File: src/rtl/dino_pkg.sv
// Shared definitions for the dino runner: state encoding for vertical motion and the
// default physics constants used by the jump engine, player FSM and collision block.
package dino_pkg;

  localparam int unsigned DINO_POS_W        = 8;
  localparam int unsigned DINO_VEL_W        = 5;
  localparam int unsigned DINO_JUMP_VEL     = 8;
  localparam int unsigned DINO_GRAVITY      = 1;
  localparam int unsigned DINO_FAST_GRAVITY = 2;
  localparam int unsigned DINO_MAX_FALL     = 8;

  typedef enum logic [1:0] {
    GROUNDED = 2'd0,
    RISING   = 2'd1,
    FALLING  = 2'd2
  } phys_state_t;

endpackage

File: src/rtl/jump_physics_engine.sv
// Vertical-motion integrator: takes jump requests and fast-fall level, updates height
// once per physics tick, and raises a sticky landing flag for the player FSM.
module jump_physics_engine
  import dino_pkg::*;
#(
  parameter int unsigned POS_W        = DINO_POS_W,
  parameter int unsigned VEL_W        = DINO_VEL_W,
  parameter int unsigned JUMP_VEL     = DINO_JUMP_VEL,
  parameter int unsigned GRAVITY      = DINO_GRAVITY,
  parameter int unsigned FAST_GRAVITY = DINO_FAST_GRAVITY,
  parameter int unsigned MAX_FALL     = DINO_MAX_FALL
) (
  input  logic             clk,
  input  logic             reset,
  input  logic [1:0]       game_tick,
  input  logic             jump_pulse,
  input  logic             button_down,
  output logic [POS_W-1:0] position,
  output logic             jump_done,
  output logic             airborne
);

  phys_state_t      state_q, state_d;
  logic [POS_W-1:0] pos_q, pos_d;
  logic [VEL_W-1:0] rise_vel_q, rise_vel_d;
  logic [VEL_W-1:0] fall_vel_q, fall_vel_d;
  logic             jd_q, jd_d;
  logic             air_q, air_d;
  logic [VEL_W-1:0] g_s;
  logic [VEL_W:0]   nv_sum_s;
  logic [VEL_W:0]   nv_s;

  // Height plus velocity with a one-bit-wider intermediate, clamped at full scale.
  function automatic logic [POS_W-1:0] sat_add(input logic [POS_W-1:0] a,
                                                input logic [VEL_W:0]   b);
    logic [POS_W:0] s;
    s = {1'b0, a} + (POS_W+1)'(b);
    if (s[POS_W]) begin
      return {POS_W{1'b1}};
    end else begin
      return s[POS_W-1:0];
    end
  endfunction

  // Height minus velocity, floored at ground.
  function automatic logic [POS_W-1:0] sat_sub(input logic [POS_W-1:0] a,
                                                input logic [VEL_W:0]   b);
    logic [POS_W:0] s;
    if ((POS_W+1)'(b) >= {1'b0, a}) begin
      return {POS_W{1'b0}};
    end else begin
      s = {1'b0, a} - (POS_W+1)'(b);
      return s[POS_W-1:0];
    end
  endfunction

  // Next-state, height, velocity and landing-flag logic.
  always_comb begin
    state_d    = state_q;
    pos_d      = pos_q;
    rise_vel_d = rise_vel_q;
    fall_vel_d = fall_vel_q;
    jd_d       = jd_q;
    g_s        = button_down ? VEL_W'(FAST_GRAVITY) : VEL_W'(GRAVITY);
    nv_sum_s   = {1'b0, fall_vel_q} + {1'b0, g_s};
    if (nv_sum_s > (VEL_W+1)'(MAX_FALL)) begin
      nv_s = (VEL_W+1)'(MAX_FALL);
    end else begin
      nv_s = nv_sum_s;
    end
    // Frame tick clears first so a landing in the same cycle overrides it.
    if (game_tick[1]) begin
      jd_d = 1'b0;
    end else begin
      jd_d = jd_q;
    end
    case (state_q)
      GROUNDED: begin
        if (jump_pulse) begin
          rise_vel_d = VEL_W'(JUMP_VEL);
          jd_d       = 1'b0;
          state_d    = RISING;
        end else begin
          state_d = GROUNDED;
        end
      end
      RISING: begin
        if (game_tick[0]) begin
          pos_d = sat_add(pos_q, {1'b0, rise_vel_q});
          if (rise_vel_q <= g_s) begin
            state_d    = FALLING;
            fall_vel_d = {VEL_W{1'b0}};
          end else begin
            rise_vel_d = rise_vel_q - g_s;
          end
        end else begin
          state_d = RISING;
        end
      end
      FALLING: begin
        if (game_tick[0]) begin
          if ({1'b0, pos_q} <= (POS_W+1)'(nv_s)) begin
            pos_d   = {POS_W{1'b0}};
            state_d = GROUNDED;
            jd_d    = 1'b1;
          end else begin
            pos_d      = sat_sub(pos_q, nv_s);
            fall_vel_d = nv_s[VEL_W-1:0];
          end
        end else begin
          state_d = FALLING;
        end
      end
      default: begin
        state_d = GROUNDED;
      end
    endcase
    air_d = (state_d != GROUNDED);
  end

  // State and output registers, cleared immediately by reset.
  always_ff @(posedge clk or posedge reset) begin
    if (reset) begin
      state_q    <= GROUNDED;
      pos_q      <= {POS_W{1'b0}};
      rise_vel_q <= {VEL_W{1'b0}};
      fall_vel_q <= {VEL_W{1'b0}};
      jd_q       <= 1'b0;
      air_q      <= 1'b0;
    end else begin
      state_q    <= state_d;
      pos_q      <= pos_d;
      rise_vel_q <= rise_vel_d;
      fall_vel_q <= fall_vel_d;
      jd_q       <= jd_d;
      air_q      <= air_d;
    end
  end

  assign position  = pos_q;
  assign jump_done = jd_q;
  assign airborne  = air_q;

endmodule

File: config.mk
export PLATFORM = sky130hd
export DESIGN_NAME = jump_physics_engine
export DESIGN_NICKNAME = d
export VERILOG_FILES = /design/src/rtl/dino_pkg.sv /design/src/rtl/jump_physics_engine.sv
export SDC_FILE = /design/constraint.sdc
export NUM_CORES = 1
export LEC_CHECK = 0
export ABC_AREA = 0
export BUFFER_PORTS_ARGS = -buffer_cell sky130_fd_sc_hd__buf_2
export CAP_MARGIN = 20
export CORE_ASPECT_RATIO = 1.4
export CORE_UTILIZATION = 43
export CTS_CLUSTER_DIAMETER = 100
export DETAILED_ROUTE_END_ITERATION = 8
export GPL_ROUTABILITY_DRIVEN = 0
export PLACE_DENSITY = 0.72
export SYNTH_ARGS = -nofsm -noshare
export SYNTH_HDL_FRONTEND = slang
export SYNTH_SLANG_ARGS = --single-unit
File: constraint.sdc
create_clock -name clk -period 3.85 [get_ports clk]
set_clock_uncertainty 0.15 [all_clocks]
set_input_delay 0.77 -clock clk [delete_from_list [all_inputs] [get_ports clk]]
set_output_delay 0.77 -clock clk [all_outputs]
set_load 0.02 [all_outputs]
==> results.md <==
- Diode count: 0
- PnR Total Power: 1860 uW
- Nets: 266
- Post-synth EDFFs: 0
- Worst setup path category: input pin to register
- Final setup fails: 0
- Min-delay src: fall_vel_q[0]
- Post-Synth Adder-Cell Area: 14.1%
- Final slew viol count: 0
- Slowest cell on crit path: mux2_2
- Root Driver: clkbuf_8
- Post-Place Cells: 296
- Starting Density: 44.7%
- #FFs+latches synth: 22
- Most frequent cell after synthesis: dfrtp_1
- Post-synthesis simple-gate area fraction: 17.2%
- Initial antenna violation count: 0
- Storage cell area: 551 um2
- Crit share post-route: 95.4%
- Dominant synthesized flop cell: dfrtp_1
- Post-DR vias/cell: 5.59
- Fin. Hold Viols: 0
- Vias in the first global route: 1698
- Share of the synthesized area in the top cell type: 29.0%
- Post-cts sizing count: 0
- Post-synthesis mux area share: 2.90%
- Synth top area cells: dfrtp_1 29%, ha_1 9.9%, a21oi_1 4.2%
- Post-Syn Area: 1900 um2
- Dominant cell type by area after synthesis: dfrtp_1
- Initial DRC Count: 52
- Clock Latency Late Sink: 0.27 ns
- Top delay family on crit path: compound AO/OA/AOI/OAI gates
- First-pass GRT wire length: 7580 um
- CTS H-tree depth: 1
- Die Wd: 58.1 um
- Footprint of the multi-input gates: 1280 um2
- Global-route congestion overflow total: 0
- WP buf/inv: 3
- Worst path required time: 3.87 ns
- Critical Path Sink Type: register
- Worst Max-Slew Pin Slew: 0.895 ns
- Max-Cap Viols: 0
- FF-to-FF path depth: 13
- # clock sinks: 22
- Post-route setup TNS: 0 ns
- RSZ-0062 raised after global routing: no
- IO Pins: 16
- Detail Placement HPWL: 3590 um
- Pwr dens: 848 nW/um2
- Largest net degree at the start of global routing: 23
- Antenna viol nets, final: 0
- WHS Endpoint: fall_vel_q[0]
- # fillers: 399
- Final min period: 3.67 ns
- DRT Pass-1 Iters: 4
- Syn_area_per_cell: 8.91 um2
- Synth Area in Compound Gates: 28.1%
- Critical R2R Capture: fall_vel_q[0]
- Reg clk slew, reported paths: 0.09 ns
- Fmax achieved: 272 MHz
- Worst R2R Start: fall_vel_q[0]
- Final core occ: 51.8%
- Worst hold path class: register to register
- VDD IR max: 0.000358 V
- Startpoint types: input pin
- CORE AREA: 4240 um2
- Full die area: 4680 um2
- Slew HR: 40.3%
- Synthesis-to-layout area growth: 15.8%
- Vert. Die Dim: 80.6 um
- CP Max Fanout: 6
- Layout cell share with drive strength beyond 1: 20.0%
- Outcome: complete, no violations
- Netlist cell types: 56
- Post-synthesis xor/xnor area fraction: 4.16%
- Crit path DAT: 3.69 ns
- Port bufs: 15
- Post-CTS setup buffers: 0
- Worst hold margin: 0.397 ns
- Routed length per instance: 15.2 um
- Yosys warning count: 0
- Reg2Reg Setup Slack: 0.41 ns
- Largest family of logic cells by synthesized area: compound AO/OA/AOI/OAI gates
- Cell Count, Final, Fillers Out: 300
- Top cells by count, synth: 22 x dfrtp_1, 19 x inv_1, 18 x nor2_1
- DRT Wirelength: 4550 um
- CTS tree: built
- Min-Delay Path Depth: 1
- Pleak: 0.00101 uW
- Detailed-route via count: 1677
- Crit-path max cell delay: 0.36 ns
- CP cell instances: buf_2, inv_1, ha_2, fa_2, nand4b_1, a21oi_2, and2_1, ha_1, inv_1, fa_2, a21o_1, a221oi_4, o22ai_4, o21ai_4, mux2_2
- Clock buffer depth: 2
- DRC violations left: 0
- CTS Hold Bufs: 0
- Gr usage total: 20.9%
- Inserted Clock Buffers: 3
- Site row count: 28
- Synthesized netlist cell count: 213
- Synth async-reset ratio: 100%
- Post-synthesis sequential area ratio: 29.0%
==> kinds of logic (layout without fill, tap and decap cells) <==
group	Yosys count	after routing
AO/OA/AOI/OAI	72	72
XOR/XNOR	9	9
adder cells (fa/ha/maj)	19	19
buffers and inverters	22	48
flip-flops	22	22
multiplexers	5	5
other	1	2
AND/OR/NAND/NOR	63	63
==> area by class of cell <==
cell class	count	area share [%]
inverter	19	3.25
multi-input combinational	170	58.2
clock buffer	3	1.88
clock inverter	1	1.37
tap	60	3.42
timing repair buffer	25	6.83
sequential	22	25.1
==> worst register-to-register path: stages, from the launching register on <==
cell,delay [ns]
dfrtp_1,0.40
ha_2,0.20
fa_2,0.33
nand4b_1,0.19
a21oi_2,0.16
and2_1,0.14
ha_1,0.16
inv_1,0.06
fa_2,0.33
a21o_1,0.22
a221oi_4,0.28
o22ai_4,0.14
o21ai_4,0.21
mux2_2,0.36
==> layout by cell type, fill, tap and decap left out, types with 7 or more instances in the layout <==
master    n
o21ai_0  12
nor2_1   18
nand2_1  11
ha_1     14
inv_1    19
a21o_1    7
buf_4    10
xnor2_1   7
buf_2    15
dfrtp_1  22
a21oi_1  15
==> routing by layer <==
layer / share of wire [%] / GRT usage (%)
met1: 43 / 25.2
met5: 0 / 0
met3: 2.7 / 1.93
met4: 2.8 / 8.10
met2: 52 / 37.6
==> per-stage QoR <==
step / setup WS (ns) / area (um2)
4_1_cts: 0.157 / 2200
3_3_place_gp: -0.0524 / 2130
6_report: 0.179 / 2200
3_5_place_dp: -0.141 / 2130
2_1_floorplan: -0.0617 / 1910
5_1_grt: 0.00676 / 2200
==> registers in the layout, indices dropped and copies added, names as in the netlist <==
signal	cells
state_q	2
airborne	1
fall_vel_q	5
rise_vel_q	5
position	8
jump_done	1
==> how the worst max path moves through the flow <==
stage                     cells after the start  slack [ns]   startpoint       endpoint
after CTS                                    15        0.16  button_down  fall_vel_q[0]
final                                        15        0.18  button_down  fall_vel_q[0]
after floorplan                              14       -0.06  button_down  fall_vel_q[0]
after global placement                       15       -0.05  button_down  fall_vel_q[2]
after global routing                         15       0.007  button_down  fall_vel_q[1]
after detailed placement                     15       -0.14  button_down  fall_vel_q[0]
==> report_power, final <==
group | leakage [uW] | switching [uW] | internal, uW
registers | 0.000277 | 108 | 312
logic | 0.000696 | 677 | 542
clock network | 0.0000357 | 84.6 | 139
total | 0.00101 | 870 | 993
No activity file was read; power rests on OpenSTA's default activity.
